## src/rtl/cordic_phase_shift_arbiter.sv

```systemverilog
// cordic_phase_shift_arbiter
//
// Shares one pipelined cordic_phase_shifter core between NUM_REQ requesters.
// Requests are arbitrated round-robin. The selected operands are registered
// onto the core inputs, and a tag (valid + channel index) follows the
// operation through a LATENCY+1 stage shift register. When the tag leaves the
// last stage, the core outputs are captured into the owning channel's
// response registers. Each channel has at most one operation outstanding.
//
// Ports:
//   clk, rst                    clock (rising edge), asynchronous active-high reset
//   req_valid/req_ready         per-requester request handshake (ready is one-hot or zero)
//   req_x/req_y/req_p           flattened operands, requester i at [i*W +: W]
//   core_x_in/core_y_in/core_p  registered operands driven to the shared core
//   core_x_out/core_y_out/core_phase_final  results from the shared core
//   rsp_valid/rsp_ready         per-requester response handshake
//   rsp_x/rsp_y/rsp_phase       flattened per-requester results, held until accepted
//   busy                        registered: some channel is not idle
//   ops_done                    wrapping count of completed response handshakes
module cordic_phase_shift_arbiter #(
    parameter int NUM_REQ = 4,
    parameter int LATENCY = 0,
    parameter int XY_W    = 9,
    parameter int P_W     = 32,
    parameter int CNT_W   = 16
) (
    input  logic                    clk,
    input  logic                    rst,
    input  logic [NUM_REQ-1:0]      req_valid,
    output logic [NUM_REQ-1:0]      req_ready,
    input  logic [NUM_REQ*XY_W-1:0] req_x,
    input  logic [NUM_REQ*XY_W-1:0] req_y,
    input  logic [NUM_REQ*P_W-1:0]  req_p,
    output logic [XY_W-1:0]         core_x_in,
    output logic [XY_W-1:0]         core_y_in,
    output logic [P_W-1:0]          core_p,
    input  logic [XY_W-1:0]         core_x_out,
    input  logic [XY_W-1:0]         core_y_out,
    input  logic [P_W-1:0]          core_phase_final,
    output logic [NUM_REQ-1:0]      rsp_valid,
    input  logic [NUM_REQ-1:0]      rsp_ready,
    output logic [NUM_REQ*XY_W-1:0] rsp_x,
    output logic [NUM_REQ*XY_W-1:0] rsp_y,
    output logic [NUM_REQ*P_W-1:0]  rsp_phase,
    output logic                    busy,
    output logic [CNT_W-1:0]        ops_done
);

    localparam int IDX_W = (NUM_REQ > 1) ? $clog2(NUM_REQ) : 1;

    typedef enum logic [1:0] {
        ST_IDLE     = 2'd0,
        ST_INFLIGHT = 2'd1,
        ST_DONE     = 2'd2
    } ch_state_t;

    logic [NUM_REQ-1:0]             eligible;
    logic [NUM_REQ-1:0]             grant;
    logic [NUM_REQ-1:0]             ch_active_next;
    logic [NUM_REQ-1:0]             rsp_hs;
    logic                           grant_any;
    logic [IDX_W-1:0]               grant_idx;
    logic [IDX_W:0]                 cand;
    logic [IDX_W-1:0]               ptr_reg, ptr_next;
    logic [IDX_W:0]                 hs_cnt;
    logic [XY_W-1:0]                core_x_reg, core_y_reg;
    logic [P_W-1:0]                 core_p_reg;
    logic [LATENCY:0]               tag_valid_reg;
    logic [LATENCY:0][IDX_W-1:0]    tag_idx_reg;
    logic                           busy_reg;
    logic [CNT_W-1:0]               ops_done_reg;

    // Round-robin search: first eligible channel at or above the pointer,
    // wrapping. cand is one bit wider so ptr+offset cannot overflow.
    always_comb begin
        grant     = '0;
        grant_idx = '0;
        grant_any = 1'b0;
        cand      = '0;
        for (int off = 0; off < NUM_REQ; off++) begin
            cand = {1'b0, ptr_reg} + (IDX_W+1)'(off);
            if (cand >= (IDX_W+1)'(NUM_REQ)) begin
                cand = cand - (IDX_W+1)'(NUM_REQ);
            end
            if (!grant_any && eligible[cand[IDX_W-1:0]]) begin
                grant_any = 1'b1;
                grant_idx = cand[IDX_W-1:0];
            end
        end
        if (grant_any) begin
            grant[grant_idx] = 1'b1;
        end
    end

    // Ready is forced low while reset is held so every output reads zero.
    assign req_ready = rst ? '0 : grant;

    always_comb begin
        ptr_next = ptr_reg;
        if (grant_any) begin
            ptr_next = (grant_idx == IDX_W'(NUM_REQ - 1)) ? '0 : grant_idx + 1'b1;
        end
    end

    assign rsp_hs = rsp_valid & rsp_ready;

    always_comb begin
        hs_cnt = '0;
        for (int i = 0; i < NUM_REQ; i++) begin
            hs_cnt = hs_cnt + {{IDX_W{1'b0}}, rsp_hs[i]};
        end
    end

    always_ff @(posedge clk or posedge rst) begin
        if (rst) begin
            ptr_reg      <= '0;
            core_x_reg   <= '0;
            core_y_reg   <= '0;
            core_p_reg   <= '0;
            busy_reg     <= 1'b0;
            ops_done_reg <= '0;
        end else begin
            ptr_reg <= ptr_next;
            if (grant_any) begin
                core_x_reg <= req_x[grant_idx*XY_W +: XY_W];
                core_y_reg <= req_y[grant_idx*XY_W +: XY_W];
                core_p_reg <= req_p[grant_idx*P_W +: P_W];
            end
            // Built from next state so busy lines up with the channel states.
            busy_reg     <= |ch_active_next;
            ops_done_reg <= ops_done_reg + CNT_W'(hs_cnt);
        end
    end

    // Tag stage s is valid in cycle A+1+s; the last stage marks the cycle in
    // which the core output belongs to this operation.
    always_ff @(posedge clk or posedge rst) begin
        if (rst) begin
            tag_valid_reg <= '0;
            tag_idx_reg   <= '0;
        end else begin
            tag_valid_reg[0] <= grant_any;
            tag_idx_reg[0]   <= grant_idx;
            for (int s = 1; s <= LATENCY; s++) begin
                tag_valid_reg[s] <= tag_valid_reg[s-1];
                tag_idx_reg[s]   <= tag_idx_reg[s-1];
            end
        end
    end

    genvar gi;
    generate
        for (gi = 0; gi < NUM_REQ; gi++) begin : gen_ch
            ch_state_t       state_reg, state_next;
            logic [XY_W-1:0] rsp_x_reg, rsp_y_reg;
            logic [P_W-1:0]  rsp_phase_reg;
            logic            capture;

            assign capture = tag_valid_reg[LATENCY] &&
                             (tag_idx_reg[LATENCY] == IDX_W'(gi));

            always_comb begin
                state_next = state_reg;
                case (state_reg)
                    ST_IDLE:     if (req_valid[gi] && req_ready[gi]) state_next = ST_INFLIGHT;
                    ST_INFLIGHT: if (capture)                        state_next = ST_DONE;
                    ST_DONE:     if (rsp_ready[gi])                  state_next = ST_IDLE;
                    default:                                         state_next = ST_IDLE;
                endcase
            end

            always_ff @(posedge clk or posedge rst) begin
                if (rst) begin
                    state_reg     <= ST_IDLE;
                    rsp_x_reg     <= '0;
                    rsp_y_reg     <= '0;
                    rsp_phase_reg <= '0;
                end else begin
                    state_reg <= state_next;
                    if (capture) begin
                        rsp_x_reg     <= core_x_out;
                        rsp_y_reg     <= core_y_out;
                        rsp_phase_reg <= core_phase_final;
                    end
                end
            end

            // A channel that just finished its handshake sits in IDLE for a
            // cycle before it can be granted again.
            assign eligible[gi]       = req_valid[gi] && (state_reg == ST_IDLE);
            assign rsp_valid[gi]      = (state_reg == ST_DONE);
            assign ch_active_next[gi] = (state_next != ST_IDLE);
            assign rsp_x[gi*XY_W +: XY_W]   = rsp_x_reg;
            assign rsp_y[gi*XY_W +: XY_W]   = rsp_y_reg;
            assign rsp_phase[gi*P_W +: P_W] = rsp_phase_reg;
        end
    endgenerate

    assign core_x_in = core_x_reg;
    assign core_y_in = core_y_reg;
    assign core_p    = core_p_reg;
    assign busy      = busy_reg;
    assign ops_done  = ops_done_reg;

endmodule

```

## config.mk

```make
export PLATFORM = sky130hd
export DESIGN_NAME = cordic_phase_shift_arbiter
export DESIGN_NICKNAME = d
export VERILOG_FILES = /design/src/rtl/cordic_phase_shift_arbiter.sv
export SDC_FILE = /design/constraint.sdc
export NUM_CORES = 1
export LEC_CHECK = 0
export ABC_AREA = 1
export BUFFER_PORTS_ARGS = -buffer_cell sky130_fd_sc_hd__buf_2
export CELL_PAD_IN_SITES_DETAIL_PLACEMENT = 1
export CELL_PAD_IN_SITES_GLOBAL_PLACEMENT = 1
export CORE_AREA = 2 2 210 212
export CTS_CLUSTER_SIZE = 25
export DETAILED_ROUTE_END_ITERATION = 8
export DIE_AREA = 0 0 212 214
export GPL_TIMING_DRIVEN = 0
export PLACE_DENSITY_LB_ADDON = 0.2
export SYNTH_ARGS = -nofsm -noshare
export SYNTH_HDL_FRONTEND = slang
export SYNTH_SLANG_ARGS = --single-unit
```

## constraint.sdc

```tcl
create_clock -name clk -period 20.2 [get_ports clk]
set_input_delay 2.02 -clock clk [delete_from_list [all_inputs] [get_ports clk]]
set_output_delay 2.02 -clock clk [all_outputs]
set_load 0.01 [all_outputs]
```

### Yosys cells after proc, flatten, opt, wreduce, memory -nomap -nowiden

Cells that the tools add are included.

| cells by class | value |
|---|---|
| add/subtract/negate cells | 12 |
| multiply operators | 1 |
| order comparisons | 10 |
| eq/ne operators | 12 |
| shift-type cells | 3 |
| mux-type cells | 41 |
| bitwise operators | 1 |
| reduce and logical (&&, ||, !) cells | 29 |

Operators by type and width:

| cell | count |
|---|---|
| $shiftx A128 B8 Y32 | 1 |
| $shiftx A36 B7 Y9 | 2 |
| $mux W2 | 21 |
| $pmux W2 S3 | 4 |
| $add A16 B3 Y16 | 1 |
| $logic_and A1 B1 Y1 | 16 |
| $lt A2 B3 Y1 const B | 5 |
| $eq A2 B2 Y1 const B | 7 |
| $eq A2 B1 Y1 const B | 5 |
| $logic_not A2 Y1 | 5 |
| $ge A3 B3 Y1 const B | 3 |
| $mux W1 | 9 |
| $bmux W1 S2 | 4 |
| $mux W4 | 2 |
| $reduce_bool A2 Y1 | 4 |
| $sub A2 B1 Y2 const B | 4 |
| $add A2 B2 Y3 const B | 2 |
| $mul A2 B4 Y6 const B | 1 |
| $and A4 B4 Y4 | 1 |
| $reduce_or A4 Y1 | 1 |
| $add A2 B1 Y3 | 1 |
| $add A2 B1 Y3 const B | 1 |
| $add A3 B1 Y3 | 1 |
| $ge A2 B3 Y1 const B | 1 |
| other kinds (5) | 7 |

| storage, ports and cells | value |
|---|---|
| bits in registers | 280 |
| bits of input ports | 260 |
| word-level logic and storage cells | 133 |

### Depth between registers and ports, before layout

| logic depth | value |
|---|---|
| depth after elaboration | 25 |
| mapped depth | 18 |

### Least setup slack after synthesis

OpenSTA, ideal clock, no wires.

| path | value |
|---|---|
| path type | input port to output port |
| from | input port rst |
| to | output port req_ready[2] |
| arrival time | 8.554 ns |
| required time | 18.180 ns |
| path slack | 9.626 ns |
| stages on the path | 3 |
| cell sequence | inv_1 nand3_1 inv_1 |

| between the ends | value |
|---|---|
| cells in the longest elaborated chain, start to end | 1 |

Ends and longest elaborated chain:

| item | line | source |
|---|---|---|
| start, declared | 28 | `input logic rst,` |
| $mux W4 | 96 | `assign req_ready = rst ? '0 : grant;` |
| end, declared | 30 | `output logic [NUM_REQ-1:0] req_ready,` |

No other way between the ends.

### Worst setup path after layout

| path | value |
|---|---|
| from | input port req_valid[3] |
| to | output port req_ready[3] |

| between the ends | value |
|---|---|
| cells in the longest elaborated chain, start to end | 19 |
| elaborated cells on any way between the ends | 30 |
| those cells by class | order compare: 2; mux: 20; reduce/logical: 8 |

Ends and longest elaborated chain:

| item | line | source |
|---|---|---|
| start, declared | 29 | `input logic [NUM_REQ-1:0] req_valid,` |
| $logic_and A1 B1 Y1 * | 190 | `assign eligible[gi] = req_valid[gi] && (state_reg == ST_IDLE);` |
| $bmux W1 S2 | 85 | `if (!grant_any && eligible[cand[IDX_W-1:0]]) begin` |
| $mux W1 (implied by the code) | 85 |  |
| $mux W1 | 85 |  |
| $logic_not A1 Y1 | 85 |  |
| $logic_and A1 B1 Y1 | 85 |  |
| $mux W1 | 85 |  |
| $logic_not A1 Y1 | 85 |  |
| [3 not listed] | n/a |  |
| $logic_and A1 B1 Y1 | 85 |  |
| $mux W2 | 85 |  |
| $lt A2 B3 Y1 (implied by the code) or $ge A2 B1 Y1 (tied branches) | 91 | `grant[grant_idx] = 1'b1;` |
| $logic_and A1 B1 Y1 (implied by the code) | 91 |  |
| $mux W1 (implied by the code) | 91 |  |
| $demux W1 S2 | 91 |  |
| $mux W4 * | 90 | `if (grant_any) begin` |
| $mux W4 * | 96 |  |

Mark *: on every way between the ends. The rest lies on a longest branch, timed or not. The select of a mux whose other input is x is not followed.

==> impl_metrics.py <==
metrics = {
    "placed_design": {
        "pre_cts_ws_ns": 14.33,
        "numPortBuffers": 534,
        "hpwl_um": 41200,
        "gp_congestion": 0.884,
        "placed_cells": 2835,
    },
    "synthesis": {
        "yosysSeqAreaShare_pct": 52.9,
        "synthArstFlopShare_pct": 100,
        "postSynthCellCount": 1714,
        "synth_largest_area_cell": "dfrtp_1",
        "yosysWarnings": 0,
        "synth_ff_type": "dfrtp_1",
        "ys_ff_latch": 280,
        "ys_types": 29,
        "yosysTopAreaCellShare_pct": 52.9,
        "synth_nets": 1979,
        "synth.area.top_cells": "dfrtp_1 53%, nand2_1 16%, nand3_1 8.5%",
        "synth-edff-count": 0,
        "synth_area_per_cell_sq_um": 7.73,
        "synth_area_sq_um": 13300,
    },
    "critical_path": {
        "reg2regPathDepth": 16,
        "arrival_ns": 3.84,
        "rr_startpoint": "gen_ch[0].state_reg[1]",
        "crit_top_cell": "nand2_1",
        "timing.rr.end": "ops_done[14]",
        "ff2ff_setup_slack_ns": 16.85,
        "path_max_fanout": 10,
        "cp-end-kind": "output port",
        "worstSetupPathType": "in2out",
        "slowest_stage": "buf_6",
        "critPathRequiredTime_ns": 18.18,
        "critPathLaunchType": "primary input",
        "max_stage_delay_ns": 0.21,
        "crit_chain": "buf_2, nand3_1, nand2_1, nand2_1, nand2_1, nor2_1, nor2_1, nand2_1, nand2_2, buf_6, buf_6, inv_1, ha_1, nand2_1, nor2_1, buf_2",
    },
    "timing": {
        "hold_violations": 0,
        "finalSetupTns_ns": 0,
        "finalClockSkew_ns": 0.0164,
        "worst_pin_slew_ns": 0.793,
        "rsz0062_at_grt": "no",
        "layout_setup_ws_ns": 14.34,
        "max_slew_margin_pct": 47.1,
        "setup_violations": 0,
        "fin_crit_ns": 5.86,
        "finalCritPeriodShare_pct": 29.0,
        "fmax_mhz": 171,
        "drv_slew": 0,
    },
    "cts": {
        "clock_latency_ns": 0.54,
        "postCtsHoldBufs": 0,
        "cts_buffer_depth": 3,
        "root_buffer": "clkbuf_16",
        "cts.sink_count": 280,
        "cts_buffers": 34,
        "clk_pin_slew_worst_paths_ns": 0.06,
        "cts-resized-gates": 0,
        "cts_tree": "yes",
        "post-cts-setup-buffers": 0,
        "htree_levels": 2,
    },
    "power": {
        "power.leakage_nw": 10.4,
        "p_sw_w": 0.00176,
        "p_seq_share_pct": 27.5,
        "power.density_nw_per_um2": 205,
        "ir_drop_uv": 62.2,
        "switching_share_pct": 48.2,
        "pwr-share-comb_pct": 56.2,
        "power.share.clock_pct": 16.3,
        "p_int_w": 0.00190,
    },
    "hold_path": {
        "hold_class": "reg2reg",
        "holdPathStages": 1,
        "min_from": "ops_done[15]",
        "min_to": "ops_done[15]",
    },
    "floorplanning": {
        "num_rows": 76,
        "die-area_sq_um": 45400,
        "fp.coreArea_sq_um": 42900,
        "die_h_um": 214,
        "die_w_um": 212,
        "start_util_pct": 30.9,
        "io_pins": 535,
    },
    "cells_and_area": {
        "final-instance-count-excl-fill": 2905,
        "nFillCells": 5516,
        "layout_commonest_cell": "buf_2",
        "area_delta_synth_final_pct": 34.4,
        "post_route_cells_drive_above_1_share_pct": 28.1,
        "nets": 2551,
        "final_cell_mix": "567 x buf_2, 551 x nand2_1, 283 x inv_1",
        "largest_register_ffs": 128,
    },
    "drt": {
        "initialDrtViolationCount": 745,
        "vias": 13362,
        "drt-pass1-iter-count": 4,
        "via_per_inst": 4.60,
        "drt.antenna.violating_nets": 0,
        "wl_um": 52600,
        "drc": 0,
        "wl_per_cell_um": 18.1,
    },
    "outcome": {
        "outcome": "finished clean",
    },
    "global_routing": {
        "gr-usage-met3_pct": 6.86,
        "grt_pass1_wl_um": 81000,
        "grt_pass1_vias": 14131,
        "met2_usage_pct": 40.2,
        "overflow": 0,
        "grt_antenna_before_repair": 15,
        "grt_use_met1_pct": 26.9,
        "grt_max_degree": 126,
        "grt_use_total_pct": 23.1,
        "grt_most_used_layer": "met2",
    },
    "job": {
        "timing.max_cap.violations": 0,
    },
}
==> critical path: cells and delay by family <==
kind                       cells  cell delay, ns
buffers and inverters          5            0.68
adders and majority gates      1            0.21
and+or+nand+nor               10            0.92
==> per-layer routing <==
layer  wire, um  up-vias
met2      26000      412
met5        125        -
met1      20900     6399
met3       4060       89
li1           -     6442
met4       1530       20
==> Yosys cell counts, types with 2 or more instances <==
cell type,number
a21oi_1,3
buf_1,8
buf_2,33
buf_4,5
buf_6,8
clkbuf_1,44
dfrtp_1,280
fa_1,3
ha_1,2
inv_1,284
inv_2,3
nand2_1,551
nand2_2,2
nand3_1,224
nand3_2,4
nand4_1,5
nor2_1,26
nor2_2,2
nor3_1,3
o21ai_0,201
o22ai_1,4
or2_2,2
xnor2_1,6
xor2_1,6
==> worst max path at each step <==
stage                     slack, ns      endpoint  cells after the start         start
after CTS                     14.32  req_ready[3]                     16  req_valid[3]
final                         14.34  req_ready[3]                     16  req_valid[3]
after global routing          14.14  req_ready[3]                     15  req_valid[1]
after floorplan                9.63  req_ready[2]                      3           rst
after detailed placement      14.33  req_ready[3]                     16  req_valid[3]
after global placement         6.05  req_ready[2]                      5           rst
==> area by class of cell <==
type	count	area [sq um]	share of cell area, %
antenna	9	22.5	0.126
buffer	98	488	2.74
clock buffer	50	971	5.45
clock inverter	11	104	0.583
inverter	288	1090	6.12
multi-input combinational	1048	4680	26.2
sequential	280	7010	39.3
tap	585	732	4.11
timing repair buffer	536	2730	15.3
==> kinds of logic (layout without fill, tap and decap cells) <==
logic type	count (synthesis)	after routing	share of synthesized area, %
buffers and inverters	386	983	11.9
flip-flops	280	280	52.9
XOR/XNOR	12	12	0.793
other	0	9	0
adder cells (fa/ha/maj)	5	5	0.642
AND/OR/NAND/NOR	821	821	25.8
AO/OA/AOI/OAI	210	210	8.01
==> per-stage QoR <==
step / utilization (%) / hold slack [ns] / power [W] / cell area, sq um
5_1_grt: 41.5 / 0.497 / 0.00401 / 17800
6_report: 41.6 / 0.467 / 0.00366 / 17800
2_1_floorplan: - / 0.507 / 0.00227 / 13300
4_1_cts: 41.5 / 0.473 / 0.00373 / 17800
3_5_place_dp: 39.0 / 0.460 / 0.00311 / 16700
3_3_place_gp: 38.8 / 0.457 / 0.00304 / 16700
==> power groups by stage <==
stage | Clock (W) | Combinational [W] | Sequential [W]
floorplan | 0 | 0.00115 | 0.00112
detailed placement | 0 | 0.00209 | 0.00101
global placement | 0 | 0.00203 | 0.00101
CTS | 0.000614 | 0.00210 | 0.00101
global route | 0.000638 | 0.00234 | 0.00104
finish | 0.000596 | 0.00206 | 0.00101
No activity file was read; power rests on OpenSTA's default activity.
